### config.mk
export PLATFORM = sky130hd
export DESIGN_NAME = gesture_frame_sequencer
export DESIGN_NICKNAME = d
export VERILOG_FILES = /design/src/rtl/gesture_pkg.sv /design/src/rtl/raster_addr_gen.sv /design/src/rtl/gesture_frame_sequencer.sv
export SDC_FILE = /design/constraint.sdc
export NUM_CORES = 1
export LEC_CHECK = 0
export CAP_MARGIN = 20
export CORE_ASPECT_RATIO = 0.7
export CORE_MARGIN = 4
export CORE_UTILIZATION = 25
export CTS_CLUSTER_SIZE = 40
export DETAILED_ROUTE_END_ITERATION = 16
export PLACE_DENSITY = 0.45
export SLEW_MARGIN = 40
export SYNTH_ARGS = -nofsm -noshare
export SYNTH_HDL_FRONTEND = slang
export SYNTH_SLANG_ARGS = --single-unit
### constraint.sdc
create_clock -name clk -period 1.9 [get_ports clk]
set_input_delay 0.38 -clock clk [delete_from_list [all_inputs] [get_ports clk]]
set_output_delay 0.38 -clock clk [all_outputs]
set_load 0.01 [all_outputs]
### src/rtl/gesture_pkg.sv
// gesture_pkg: shared FSM state encoding, finger bit positions and default image size
// for the gesture frame sequencer.
package gesture_pkg;

    typedef enum logic [2:0] {
        IDLE,
        PALM_CLR,
        PALM_SCAN,
        PALM_WAIT,
        FING_CLR,
        FING_SCAN,
        SETTLE,
        REPORT
    } state_t;

    localparam int DEF_IMAGE_WIDTH  = 120;
    localparam int DEF_IMAGE_HEIGHT = 160;

    localparam int FINGER_THUMB  = 4;
    localparam int FINGER_INDEX  = 3;
    localparam int FINGER_MIDDLE = 2;
    localparam int FINGER_RING   = 1;
    localparam int FINGER_PINKY  = 0;

    function automatic logic [2:0] finger_count(input logic [4:0] f);
        return {2'b0, f[FINGER_THUMB]} + {2'b0, f[FINGER_INDEX]} + {2'b0, f[FINGER_MIDDLE]}
             + {2'b0, f[FINGER_RING]} + {2'b0, f[FINGER_PINKY]};
    endfunction

endpackage

### src/rtl/raster_addr_gen.sv
// raster_addr_gen: column-fastest raster address counter over a width x height image.
// Ports: clk/rst; start zeroes the address; enable advances it; width/height set the
// image size; row/col are the current address; last flags the final address, after
// which an enabled step wraps back to (0,0).
module raster_addr_gen (
    input  logic       clk,
    input  logic       rst,
    input  logic       start,
    input  logic       enable,
    input  logic [7:0] width,
    input  logic [7:0] height,
    output logic [7:0] row,
    output logic [7:0] col,
    output logic       last
);

    logic col_end;

    assign col_end = col == width - 8'd1;
    assign last    = col_end && row == height - 8'd1;

    always_ff @(posedge clk) begin
        if (rst || start) begin
            row <= '0;
            col <= '0;
        end else if (enable) begin
            col <= col_end ? 8'd0 : col + 8'd1;
            row <= last ? 8'd0 : (col_end ? row + 8'd1 : row);
        end
    end

endmodule

### src/rtl/gesture_frame_sequencer.sv
// gesture_frame_sequencer: per-frame control of palm detection then finger identification.
// Ports: frame_ready starts a frame; fb_rd_en/fb_row/fb_col read the frame buffer;
// palm_clr/palm_en and finger_clr/finger_en drive the two detectors; palm_done/palm_width
// and finger_status are their results; gesture_valid/gesture_ready hand off the latched
// gesture_fingers/gesture_count/no_hand; busy and overrun_cnt report occupancy and drops.
module gesture_frame_sequencer
    import gesture_pkg::*;
#(
    parameter int IMAGE_WIDTH  = DEF_IMAGE_WIDTH,
    parameter int IMAGE_HEIGHT = DEF_IMAGE_HEIGHT,
    parameter int PALM_TIMEOUT = 255
) (
    input  logic       clk,
    input  logic       rst,
    input  logic       frame_ready,
    output logic       fb_rd_en,
    output logic [7:0] fb_row,
    output logic [7:0] fb_col,
    output logic       palm_clr,
    output logic       palm_en,
    input  logic       palm_done,
    input  logic [7:0] palm_width,
    output logic       finger_clr,
    output logic       finger_en,
    input  logic [4:0] finger_status,
    output logic       gesture_valid,
    input  logic       gesture_ready,
    output logic [4:0] gesture_fingers,
    output logic [2:0] gesture_count,
    output logic       no_hand,
    output logic       busy,
    output logic [7:0] overrun_cnt
);

    localparam logic [7:0]  W8      = 8'(IMAGE_WIDTH);
    localparam logic [7:0]  H8      = 8'(IMAGE_HEIGHT);
    localparam logic [15:0] TO_LAST = 16'(PALM_TIMEOUT - 1);

    state_t      state, next_state;
    logic [15:0] wait_cnt;
    logic [1:0]  settle_cnt;
    logic        last;

    assign busy          = state != IDLE;
    assign fb_rd_en      = state == PALM_SCAN || state == FING_SCAN;
    assign palm_clr      = state == PALM_CLR;
    assign finger_clr    = state == FING_CLR;
    assign gesture_valid = state == REPORT;

    raster_addr_gen u_raster (
        .clk    (clk),
        .rst    (rst),
        .start  (palm_clr || finger_clr),
        .enable (fb_rd_en),
        .width  (W8),
        .height (H8),
        .row    (fb_row),
        .col    (fb_col),
        .last   (last)
    );

    always_comb begin
        next_state = state;
        case (state)
            IDLE:      next_state = frame_ready ? PALM_CLR : IDLE;
            PALM_CLR:  next_state = PALM_SCAN;
            PALM_SCAN: next_state = last ? PALM_WAIT : PALM_SCAN;
            // palm_done is sampled from the first wait cycle, so a result coinciding
            // with the final palm_en is not lost.
            PALM_WAIT: next_state = palm_done ? (palm_width != 8'd0 ? FING_CLR : REPORT)
                                  : (wait_cnt == TO_LAST ? REPORT : PALM_WAIT);
            FING_CLR:  next_state = FING_SCAN;
            FING_SCAN: next_state = last ? SETTLE : FING_SCAN;
            // SETTLE spans the last finger_en cycle plus two more for the detector to settle.
            SETTLE:    next_state = settle_cnt == 2'd2 ? REPORT : SETTLE;
            REPORT:    next_state = gesture_ready ? IDLE : REPORT;
            default:   next_state = IDLE;
        endcase
    end

    always_ff @(posedge clk) begin
        if (rst) begin
            state           <= IDLE;
            palm_en         <= 1'b0;
            finger_en       <= 1'b0;
            wait_cnt        <= '0;
            settle_cnt      <= '0;
            gesture_fingers <= '0;
            gesture_count   <= '0;
            no_hand         <= 1'b0;
            overrun_cnt     <= '0;
        end else begin
            state      <= next_state;
            palm_en    <= state == PALM_SCAN;
            finger_en  <= state == FING_SCAN;
            wait_cnt   <= state == PALM_WAIT ? wait_cnt + 16'd1 : 16'd0;
            settle_cnt <= state == SETTLE ? settle_cnt + 2'd1 : 2'd0;
            if (busy && frame_ready && overrun_cnt != 8'hff)
                overrun_cnt <= overrun_cnt + 8'd1;
            if (state == PALM_WAIT && next_state == REPORT) begin
                gesture_fingers <= '0;
                gesture_count   <= '0;
                no_hand         <= 1'b1;
            end
            if (state == SETTLE && next_state == REPORT) begin
                gesture_fingers <= finger_status;
                gesture_count   <= finger_count(finger_status);
                no_hand         <= 1'b0;
            end
        end
    end

endmodule

==> results of run 1 <==
worst max-delay path, cell delays in order:
cell and delay [ns]:
sky130_fd_sc_hd__clkdlybuf4s50_1 0.39, sky130_fd_sc_hd__or4_1 0.58, sky130_fd_sc_hd__nor3_2 0.31, sky130_fd_sc_hd__a211oi_4 0.11
sky130_fd_sc_hd__a22o_1 0.27
state kept, by name, indices dropped and copies added, names as in the netlist:
| register | flops |
|---|---|
| no_hand | 1 |
| gesture_count | 3 |
| overrun_cnt | 8 |
| state | 3 |
| finger_en | 1 |
| palm_en | 1 |
| settle_cnt | 2 |
| gesture_fingers | 5 |
| u_raster.row | 8 |
| u_raster.col | 8 |
| wait_cnt | 16 |
power by group through the flow:
stage / clock network [mW] / logic, mW / registers (mW)
after floorplan: 0 / 0.105 / 1.23
after global placement: 0 / 0.240 / 1.23
after detailed placement: 0 / 0.243 / 1.23
after CTS: 0.962 / 0.236 / 1.20
after global routing: 1.00 / 0.264 / 1.20
final: 0.925 / 0.235 / 1.20
per-layer routing:
layer / GRT usage [%] / vias up / routed length (um)
met4: 4.11 / 0 / 101
li1: - / 1225 / -
met1: 16.7 / 1099 / 3500
met5: 0 / - / 0
met2: 16.5 / 66 / 2860
met3: 3.69 / 10 / 410
cell families after synthesis:
family	synth area share, %
compound gates	14.9
xor+xnor	7.60
fa+ha+maj	4.82
buf+inv	4.77
flops	42.3
mux	1.13
simple gates	24.5
worst max-delay path by stage:
stage	startpoint	endpoint	slack, ns	cells after the start
after floorplan	finger_status[0]	gesture_count[1]	0.05	6
after global placement	finger_status[0]	gesture_count[1]	-0.47	7
after detailed placement	finger_status[0]	gesture_count[1]	-0.49	7
after CTS	state[2]	busy	0.02	3
after global routing	palm_width[5]	gesture_fingers[4]	0.003	5
final	palm_width[5]	gesture_fingers[4]	0.06	5
cell usage in the layout, fill, tap and decap left out, types with 4 or more instances in the layout:
| cell type | Yosys | final |
|---|---|---|
| sky130_fd_sc_hd__inv_1 | 14 | 14 |
| sky130_fd_sc_hd__nor2_1 | 34 | 33 |
| sky130_fd_sc_hd__a22o_1 | 8 | 8 |
| sky130_fd_sc_hd__ha_1 | 7 | 7 |
| sky130_fd_sc_hd__or4_1 | 8 | 8 |
| sky130_fd_sc_hd__and3_1 | 6 | 6 |
| sky130_fd_sc_hd__nand4_1 | 9 | 9 |
| sky130_fd_sc_hd__dlygate4sd2_1 | 0 | 6 |
| sky130_fd_sc_hd__nand2_1 | 15 | 15 |
| sky130_fd_sc_hd__clkbuf_16 | 0 | 5 |
| sky130_fd_sc_hd__nand3_1 | 13 | 13 |
| sky130_fd_sc_hd__clkdlybuf4s50_1 | 0 | 49 |
| sky130_fd_sc_hd__o31ai_1 | 7 | 6 |
| sky130_fd_sc_hd__and4_1 | 4 | 4 |
| sky130_fd_sc_hd__a21oi_1 | 17 | 17 |
| sky130_fd_sc_hd__buf_4 | 1 | 31 |
| sky130_fd_sc_hd__o21ai_0 | 15 | 15 |
| sky130_fd_sc_hd__xor2_1 | 22 | 22 |
| sky130_fd_sc_hd__nor3_1 | 5 | 4 |
| sky130_fd_sc_hd__dfxtp_1 | 56 | 53 |
| sky130_fd_sc_hd__or3_1 | 10 | 10 |
final cells by class:
cell class / instances / area (um2)
clock buffers: 5 / 125
fillers: 1071 / 6640
clock inverters: 2 / 12.5
well taps: 132 / 165
inverters: 14 / 52.6
multi-input cells: 213 / 1430
flip-flops and latches: 56 / 1130
repair buffers: 88 / 796
through the flow:
step | hold slack [ns] | total power, mW | area [um2]
after global placement | 0.401 | 1.47 | 3540
after global routing | 0.442 | 2.47 | 3710
after CTS | 0.423 | 2.40 | 3680
final | 0.417 | 2.36 | 3710
after detailed placement | 0.412 | 1.47 | 3540
after floorplan | 0.393 | 1.33 | 2650
==> metrics list, run 1 <==
* Outcome: finished, final reports clean
* Post-Place Cells: 503
- Cells on Worst Hold Path: 1
* Clock share of power: 39.2%
- Final setup viols: 0
* Source-to-sink clock delay at the later pin of the worst-skew pair: 0.30 ns
- In this run the tool buffered the top-level ports with 57 buffer cells.
* Cells after Synth: 298
* Post-route setup TNS: 0 ns
* Remaining routing DRC violations: 0
* Hpwl dp: 5130 um
- Fin crit period: 1.84 ns
- The initialized floorplan defines 31 standard-cell rows.
- Summed over all cells, the static leakage comes to 1.37 nW.
* Mean instance size in the synthesized netlist: 8.89 um2
* Max-cap viol count: 0
* Total number of vias: 2400
- Cells fill 35.9% of the core in the end.
* Worst Setup End Kind: flip-flop
* Antenna cell count: 0
- Relative to the synthesized area, the layout overhead comes to 40.1%.
- Power spread over the standard cell area amounts to 635 nW/um2.
* Proportion of synthesized flip-flops having asynchronous set or reset: 0%
- After detailed routing, the total wire length is between 6000 and 7000 um.
- TritonCTS built the clock tree.
- Hold Crit Start: settle_cnt[0]
- TritonCTS created 5 clock buffers.
- Synthesized cell area: 2650 um2
* Number of pins exceeding their max-slew limit in the final report: 0
- The critical path is of the input pin to flip-flop type.
- Setup Fix Bufs, Post-CTS: 0
- CTS max path bufs: 2
* Switching power summed over all nets: 0.570 mW
- In this run, flip-flops and latches consume 50.8% of the power.
* Global-route wire length before repair: between 10000 and 15000 um
- Horizontal extent of the die: ~130 um
- Derived from the worst setup path, the maximum achievable clock frequency is 544 MHz.
- Initial antenna violation count: 0
- In this run the worst hold path is classified as flip-flop to flip-flop.
- The internal portion of the total power is 1.79 mW.
- Initial standard-cell utilization of the core: 25.6%
- Post-route clock skew: around 0.0062 ns
- For the worst setup path, the data required time is 2.10 ns.
- The tree built by TritonCTS fans out to 56 sinks.
- Excluding fillers, the count of instances in the completed layout stands at between 500 and 600.
* Post-route worst setup slack: 0.0603 ns
- Die area: 12300 um2
* CP startpoint kind: input pin
- Post-synth top area cell: sky130_fd_sc_hd__dfxtp_1
- Post-cts resize count: 14
- The number of hold buffers added after CTS was 0.
- For this run, the post-layout net count is 405.
- Primary FF master, synth: sky130_fd_sc_hd__dfxtp_1
- Summed over all layers, the global routing overflow is 0.
* Number of failing hold endpoints at the final stage: 0
- Antenna Violating Nets Remaining: 0
- Vias in the first global route: 2334
- VDD sags by at most approximately 0.32 mV.
* Transition time at the pin with the least slew margin: 0.609 ns
- During synthesis, Yosys emitted a total of 0 warnings.
- For flop-to-flop paths, the worst setup slack is 0.19 ns.
* Top cell type's share of synthesized area: a little over two fifths
* Drt first pass iters: 5
- Worst slew slack as a fraction of its limit: 59.3%
- The startpoint identified for the worst register-to-register timing path is state[1].
* Number of levels the H-tree was split into: 2
- Share of power burned in combinational logic: 10.0%
* Share of synthesized area occupied by flip-flops and latches: 42.3%
- The synthesized design contains 0 enable-type register cells.
* Vias/cell: 4.71
- Most common cell in the netlist: sky130_fd_sc_hd__dfxtp_1
- Proportion of total power due to net switching: 24.2%
- Largest fanout on the critical path: 8
- Top post-synthesis cells by area: sky130_fd_sc_hd__dfxtp_1 42%, sky130_fd_sc_hd__xor2_1 7.3%, sky130_fd_sc_hd__nor2_1 4.8%, sky130_fd_sc_hd__ha_1 3.3%, sky130_fd_sc_hd__a21oi_1 3.2%
- Commonest cells in the synthesized netlist: 56 x sky130_fd_sc_hd__dfxtp_1, 34 x sky130_fd_sc_hd__nor2_1, 22 x sky130_fd_sc_hd__xor2_1
- Core outline area: roughly 10000 um2
* Worst-case hold path end point: settle_cnt[0]
- The worst register-to-register path ends at gesture_fingers[4].
- Die Y-Extent: 94.1 um
- Routability cong.: 0.750
- The cell sitting at the root of the clock tree is a sky130_fd_sc_hd__clkbuf_16.
* Register-to-Register Path Depth: 6
- Timing analysis after detailed placement gives a worst setup slack of -0.489 ns.
* Gr usage total: 11.7%
- Post-detailed-route wirelength per cell: between 10 and 15 um
- Clk pin slew, worst setup/hold paths: 0.07 ns
* Layout cell share with drive strength beyond 1: 13.2%
* Final critical-path share of the clock period: 96.8%
- Entering global routing, the biggest net connects 17 pins.
- Counting distinct cell types in the post-synthesis netlist gives just over 40.
* Crit path arrival time: between 2 and 2.5 ns
- When the netlist entered floorplanning its net count stood at 325.
* IO Count: slightly below 60
* Iteration-0 DRC count of the detailed router: 114
- Synthesis inferred 56 register bits.
- Setup repair after global routing missed its margin: false
Power figures use the tool's default switching activity.
==> run 2: changes to the inputs <==
--- a/config.mk
+++ b/config.mk
@@ -5,7 +5,6 @@
 export SDC_FILE = /design/constraint.sdc
 export NUM_CORES = 1
 export LEC_CHECK = 0
-export CAP_MARGIN = 20
 export CORE_ASPECT_RATIO = 0.7
 export CORE_MARGIN = 4
 export CORE_UTILIZATION = 25
==> results of run 2 <==
Final layout, timing and power as in run 1 (identical DEF).
